## src/rtl/nibbler_pkg.sv

```systemverilog
// Shared types and constants for the nibbler fetch sequencer.
// Holds the sequencer state encoding, datapath widths and the PC reset value.
package nibbler_pkg;

    localparam int PC_W    = 12;
    localparam int INSTR_W = 4;

    localparam logic [PC_W-1:0] RESET_PC = 12'h000;

    typedef enum logic [1:0] {
        ST_HALT  = 2'd0,
        ST_FETCH = 2'd1,
        ST_EXEC  = 2'd2
    } seq_state_e;

    function automatic logic rise_detect(input logic cur, input logic prev);
        return cur & ~prev;
    endfunction

endpackage

```

## src/rtl/fetch_sequencer_pc_reg.sv

```systemverilog
// 12-bit program counter with enable, load and increment; load wins over increment.
// pc_next exposes the value pc takes at the next edge so callers can act on it early.
module pc_reg
    import nibbler_pkg::*;
(
    input  logic            clk,
    input  logic            reset,
    input  logic            en,
    input  logic            load,
    input  logic            inc,
    input  logic [PC_W-1:0] load_val,
    output logic [PC_W-1:0] pc,
    output logic [PC_W-1:0] pc_next
);

    logic [PC_W-1:0] pc_q;
    logic [PC_W-1:0] pc_d;

    // Next-PC selection; increment wraps naturally at the top of the address space
    always_comb begin
        pc_d = pc_q;
        if (en) begin
            if (load) begin
                pc_d = load_val;
            end else if (inc) begin
                pc_d = pc_q + 12'h001;
            end else begin
                pc_d = pc_q;
            end
        end else begin
            pc_d = pc_q;
        end
    end

    // PC register
    always_ff @(posedge clk) begin
        if (reset) begin
            pc_q <= RESET_PC;
        end else begin
            pc_q <= pc_d;
        end
    end

    assign pc      = pc_q;
    assign pc_next = pc_d;

endmodule

```

## src/rtl/fetch_sequencer.sv

```systemverilog
// Fetch/execute sequencer for the nibbler core: HALT/FETCH/EXEC control with
// free-run, single-step and PC breakpoint support.
module fetch_sequencer
    import nibbler_pkg::*;
(
    input  logic               clk,
    input  logic               reset,
    input  logic               run,
    input  logic               step_req,
    input  logic [7:0]         prog_byte,
    input  logic               inc_pc,
    input  logic               load_pc,
    input  logic               bp_en,
    input  logic [PC_W-1:0]    bp_addr,
    output logic [PC_W-1:0]    pc,
    output logic               phase,
    output logic [INSTR_W-1:0] instr,
    output logic [INSTR_W-1:0] operand,
    output logic               dp_en,
    output logic               halted,
    output logic               step_ack,
    output logic               bp_hit
);

    seq_state_e      state_q, state_d;
    logic            single_q, single_d;
    logic            step_prev_q, step_prev_d;
    logic [7:0]      fetch_q, fetch_d;
    logic            step_ack_q, step_ack_d;
    logic            bp_hit_q, bp_hit_d;
    logic            phase_q, phase_d;
    logic            dp_en_q, dp_en_d;
    logic            halted_q, halted_d;

    logic            pc_en;
    logic [PC_W-1:0] pc_next;
    logic            step_edge;
    logic            bp_match;

    assign pc_en     = (state_q != ST_HALT);
    assign step_edge = rise_detect(step_req, step_prev_q);
    // The breakpoint looks at the address the PC is about to take, not the current one
    assign bp_match  = bp_en && (pc_next == bp_addr);

    pc_reg u_pc_reg (
        .clk      (clk),
        .reset    (reset),
        .en       (pc_en),
        .load     (load_pc),
        .inc      (inc_pc),
        .load_val ({fetch_q[3:0], prog_byte}),
        .pc       (pc),
        .pc_next  (pc_next)
    );

    // Next-state, fetch register, step/breakpoint bookkeeping and output decode
    always_comb begin
        state_d     = state_q;
        single_d    = single_q;
        fetch_d     = fetch_q;
        step_ack_d  = 1'b0;
        bp_hit_d    = bp_hit_q;
        step_prev_d = step_req;

        case (state_q)
            ST_HALT: begin
                if (run) begin
                    state_d  = ST_FETCH;
                    single_d = 1'b0;
                    bp_hit_d = 1'b0;
                end else if (step_edge) begin
                    state_d  = ST_FETCH;
                    single_d = 1'b1;
                    bp_hit_d = 1'b0;
                end else begin
                    state_d  = ST_HALT;
                end
            end
            ST_FETCH: begin
                state_d = ST_EXEC;
                fetch_d = prog_byte;
            end
            ST_EXEC: begin
                if (bp_match) begin
                    bp_hit_d = 1'b1;
                end else begin
                    bp_hit_d = bp_hit_q;
                end
                if (run && !single_q && !bp_match) begin
                    state_d = ST_FETCH;
                end else begin
                    state_d    = ST_HALT;
                    step_ack_d = single_q;
                    single_d   = 1'b0;
                end
            end
            default: begin
                state_d  = ST_HALT;
                single_d = 1'b0;
            end
        endcase

        phase_d  = (state_d == ST_EXEC);
        dp_en_d  = (state_d != ST_HALT);
        halted_d = (state_d == ST_HALT);
    end

    // Sequencer state and registered outputs
    always_ff @(posedge clk) begin
        if (reset) begin
            state_q     <= ST_HALT;
            single_q    <= 1'b0;
            step_prev_q <= 1'b0;
            fetch_q     <= 8'h00;
            step_ack_q  <= 1'b0;
            bp_hit_q    <= 1'b0;
            phase_q     <= 1'b0;
            dp_en_q     <= 1'b0;
            halted_q    <= 1'b1;
        end else begin
            state_q     <= state_d;
            single_q    <= single_d;
            step_prev_q <= step_prev_d;
            fetch_q     <= fetch_d;
            step_ack_q  <= step_ack_d;
            bp_hit_q    <= bp_hit_d;
            phase_q     <= phase_d;
            dp_en_q     <= dp_en_d;
            halted_q    <= halted_d;
        end
    end

    assign phase    = phase_q;
    assign instr    = fetch_q[7:4];
    assign operand  = fetch_q[3:0];
    assign dp_en    = dp_en_q;
    assign halted   = halted_q;
    assign step_ack = step_ack_q;
    assign bp_hit   = bp_hit_q;

endmodule

```

## config.mk

```make
export PLATFORM = sky130hd
export DESIGN_NAME = fetch_sequencer
export DESIGN_NICKNAME = d
export VERILOG_FILES = /design/src/rtl/nibbler_pkg.sv /design/src/rtl/fetch_sequencer_pc_reg.sv /design/src/rtl/fetch_sequencer.sv
export SDC_FILE = /design/constraint.sdc
export NUM_CORES = 1
export LEC_CHECK = 0
export BUFFER_PORTS_ARGS = -buffer_cell sky130_fd_sc_hd__buf_2
export CAP_MARGIN = 40
export CORE_AREA = 2 2 62 64
export DETAILED_ROUTE_END_ITERATION = 12
export DIE_AREA = 0 0 64 66
export GPL_TIMING_DRIVEN = 1
export PLACE_DENSITY = 0.93
export SLEW_MARGIN = 25
export SYNTH_ARGS = -nofsm -noshare
export SYNTH_HDL_FRONTEND = slang
export SYNTH_SLANG_ARGS = --single-unit
```

## constraint.sdc

```tcl
create_clock -name clk -period 4 [get_ports clk]
set_clock_uncertainty 0.15 [all_clocks]
set_input_delay 0.2 -clock clk [delete_from_list [all_inputs] [get_ports clk]]
set_output_delay 0.2 -clock clk [all_outputs]
set_load 0.005 [all_outputs]
```

==> run_results.csv <==
group,metric,value,unit
status,status,"completed",
setup_path,crit_fanout,19,
synthesis,synth_top_area_share,0.2890,
global_route,grt_max_degree,28,
place,place_congestion,1.042,
cells_and_area,final_layout_size_suffix_gt1_frac,0.2391,
synthesis,synthTopCellsByArea,"dfxtp_1, nor2_1, nand2_1",
cells_and_area,diodes,0,
synthesis,ys_warn_count,0,
synthesis,synth-simple-area-share,0.2974,
clock_tree,cts_tree,"yes",
floorplan,start_util,0.5462,
route,wirelength,6078,µm
route,firstDrtPassIters,5,
floorplan,fp-row-count,22,
synthesis,synth_nets,275,
sta,finalCriticalPeriod,3.158,ns
pwr,p_per_area,307.4,nW/µm²
route,wl_per_cell,17.62,µm
route,num_vias,2160,
synthesis,synth-edff-count,0,
place,place_hpwl,4329,µm
synthesis,synth_compound_area_frac,0.2471,
synthesis,synth.mux.area_fraction,0.04387,
sta,fmax,0.3167,GHz
synthesis,netlist_instances,247,
synthesis,synth_fa_ha_area_frac,0.006452,
clock_tree,cts_hold_buf,10,
cells_and_area,area_delta_synth_final,20.32,%
global_route,grt-ovfl-total,0,
cells_and_area,final_common_cell,"buf_2",
synthesis,syn_avg_cell_area,7.852,µm²
sta,setup_viol,0,
sta,drv_slew,0,
clock_tree,postCtsSetupBuffers,0,
route,drt-initial-drc-count,161,
cells_and_area,fin_cells,345,
min_path,hold_class,"in2reg",
setup_path,cp_common_cell,"nor2_1",
place,place_inst,331,
synthesis,seq_area_frac_synth,0.2890,
route,ant_nets,0,
setup_path,cpMaxStageDelayCell,"nor2_2",
cells_and_area,mostFrequentLayoutCells,"buf_2, dfxtp_1, nor2_1, nand2_1, a21oi_1",
sta,rsz0062_at_grt,"false",
min_path,holdPathStages,4,
sta,fin_setup_tns,0,ns
clock_tree,clk_pin_slew,0.16,ns
floorplan,io_pins,52,
sta,hold_violations,0,
clock_tree,clockBufferDepth,2,
setup_path,cp.arrival,3.27,ns
cells_and_area,nets,326,
setup_path,slowest_delay,0.74,ns
floorplan,die_w,64,µm
synthesis,synth_top_family_by_area,"simple AND/OR/NAND/NOR gates",
global_route,grt_pass1_vias,1998,
cells_and_area,largest_register_ffs,12,
synthesis,synth_xor_area_frac,0.05871,
pwr,leakagePower,0.9413,nW
floorplan,chipHeight,66,µm
sta,tightest_slew,0.8247,ns
synthesis,ys_seq_elements,28,
synthesis,synth_area,1939,µm²
setup_path,cp-start-kind,"flop",
synthesis,synth_top_area_cell,"dfxtp_1",
setup_path,rr_worst_depth,7,
sta,slew_headroom,0.4496,
pwr,ir_drop,0.0001573,V
setup_path,crit_required,4.11,ns
setup_path,worstSetupPathType,"reg2reg",
clock_tree,cts_inserted_buffers,3,
route,drc,0,
floorplan,core,3551,µm²
sta,period_share,0.7895,
job,max_cap_viol_count,0,
setup_path,cp-end-kind,"flop",
synthesis,async_flop_share,0,
place,io_buffer_count,51,
clock_tree,clkLatencyLatePin,0.35,ns
clock_tree,cts_resized,0,
clock_tree,htreeDepth,1,
clock_tree,clockRootBuffer,"clkbuf_4",
global_route,grt_first_pass_wirelength,9818,µm
setup_path,crit_chain,"nor2_2 > nor2_1 > a222oi_1 > nor2_1 > a2111oi_0 > nand4_1 > o41ai_2",
synthesis,ys.flop_type,"dfxtp_1",
floorplan,die-area,4224,µm²
global_route,grt_antenna_before_repair,0,
clock_tree,clock-sinks,28,
global_route,grtUsageTotal,0.3029,
synthesis,ys_types,60,
route,viasPerCell,6.261,
-- Yosys cell counts (2+ instances only) --
master     number
dfxtp_1        28
nor2_1         27
nand2_1        24
a21oi_1        16
nand4_1         9
nor2b_1         8
clkbuf_1        7
inv_1           7
o21ai_0         7
xnor2_1         7
a221oi_1        6
nand3_1         6
xor2_1          6
a31oi_1         5
buf_2           5
nor3_1          5
mux2_2          4
mux2i_1         4
nor4_1          4
o22ai_1         4
a2111oi_0       3
a21o_1          3
o211ai_1        3
o31ai_1         3
or3_1           3
or4_1           3
and4_1          2
buf_4           2
nand2b_1        2
nand3b_1        2
nand4b_1        2
or3b_2          2
-- layer usage --
layer / global-route usage / wire, µm
met1: 0.3792 / 2476
met3: 0.05963 / 548
met2: 0.4922 / 2807
met5: 0 / 0
met4: 0.1576 / 246
-- final timing paths --
check | startpoint | to | slack [ns]
setup / recovery | state_q[0]$_SDFF_PP0_ | bp_hit$_SDFFE_PP0P_ | 0.84
hold / removal | bp_addr[11] | bp_hit$_SDFFE_PP0P_ | 0.09
setup reg to reg | state_q[0]$_SDFF_PP0_ | bp_hit$_SDFFE_PP0P_ | 0.84
hold reg to reg | fetch_q[6]$_SDFFE_PP0P_ | fetch_q[6]$_SDFFE_PP0P_ | 0.32
-- critical path: cells and delay by family, from the launching register on --
kind	cells	cell delay (ns)
flip-flops	1	0.57
AND/OR/NAND/NOR	4	1.20
AO/OA/AOI/OAI	3	1.14
-- stage by stage --
step	area [µm²]	worst slack, ns	hold WS (ns)	utilization	power [mW]
after floorplan	1939	1.485	0.1665	-	0.4513
after global placement	2181	1.095	0.2782	0.6142	0.5143
after detailed placement	2181	1.008	0.2796	0.6142	0.5156
after CTS	2333	0.9834	0.07134	0.6572	0.7140
after global routing	2333	0.6717	0.07228	0.6572	0.7551
final	2333	0.8420	0.09001	0.6572	0.7173
-- area by class of cell --
class                           count  area, µm²
Fill cell                         325       1217
Clock buffer                        3      22.52
Timing Repair Buffer               62      362.8
Sequential cell                    28      560.5
Multi-Input combinational cell    195       1267
Clock inverter                      1      30.03
Tap cell                           48      60.06
Inverter                            8      30.03
-- kinds of logic (layout without fill, tap and decap cells) --
logic type | count (synthesis) | after routing
buffers and inverters | 24 | 74
adder cells (fa/ha/maj) | 1 | 1
multiplexers | 8 | 8
AO/OA/AOI/OAI | 65 | 65
XOR/XNOR | 13 | 13
flip-flops | 28 | 28
AND/OR/NAND/NOR | 108 | 108
-- report_power, final --
part           total, mW  internal (mW)  switching [mW]
logic              0.198         0.0848           0.113
registers          0.326          0.297          0.0289
clock network      0.193          0.102          0.0918
(Power assumes the default switching activity.)
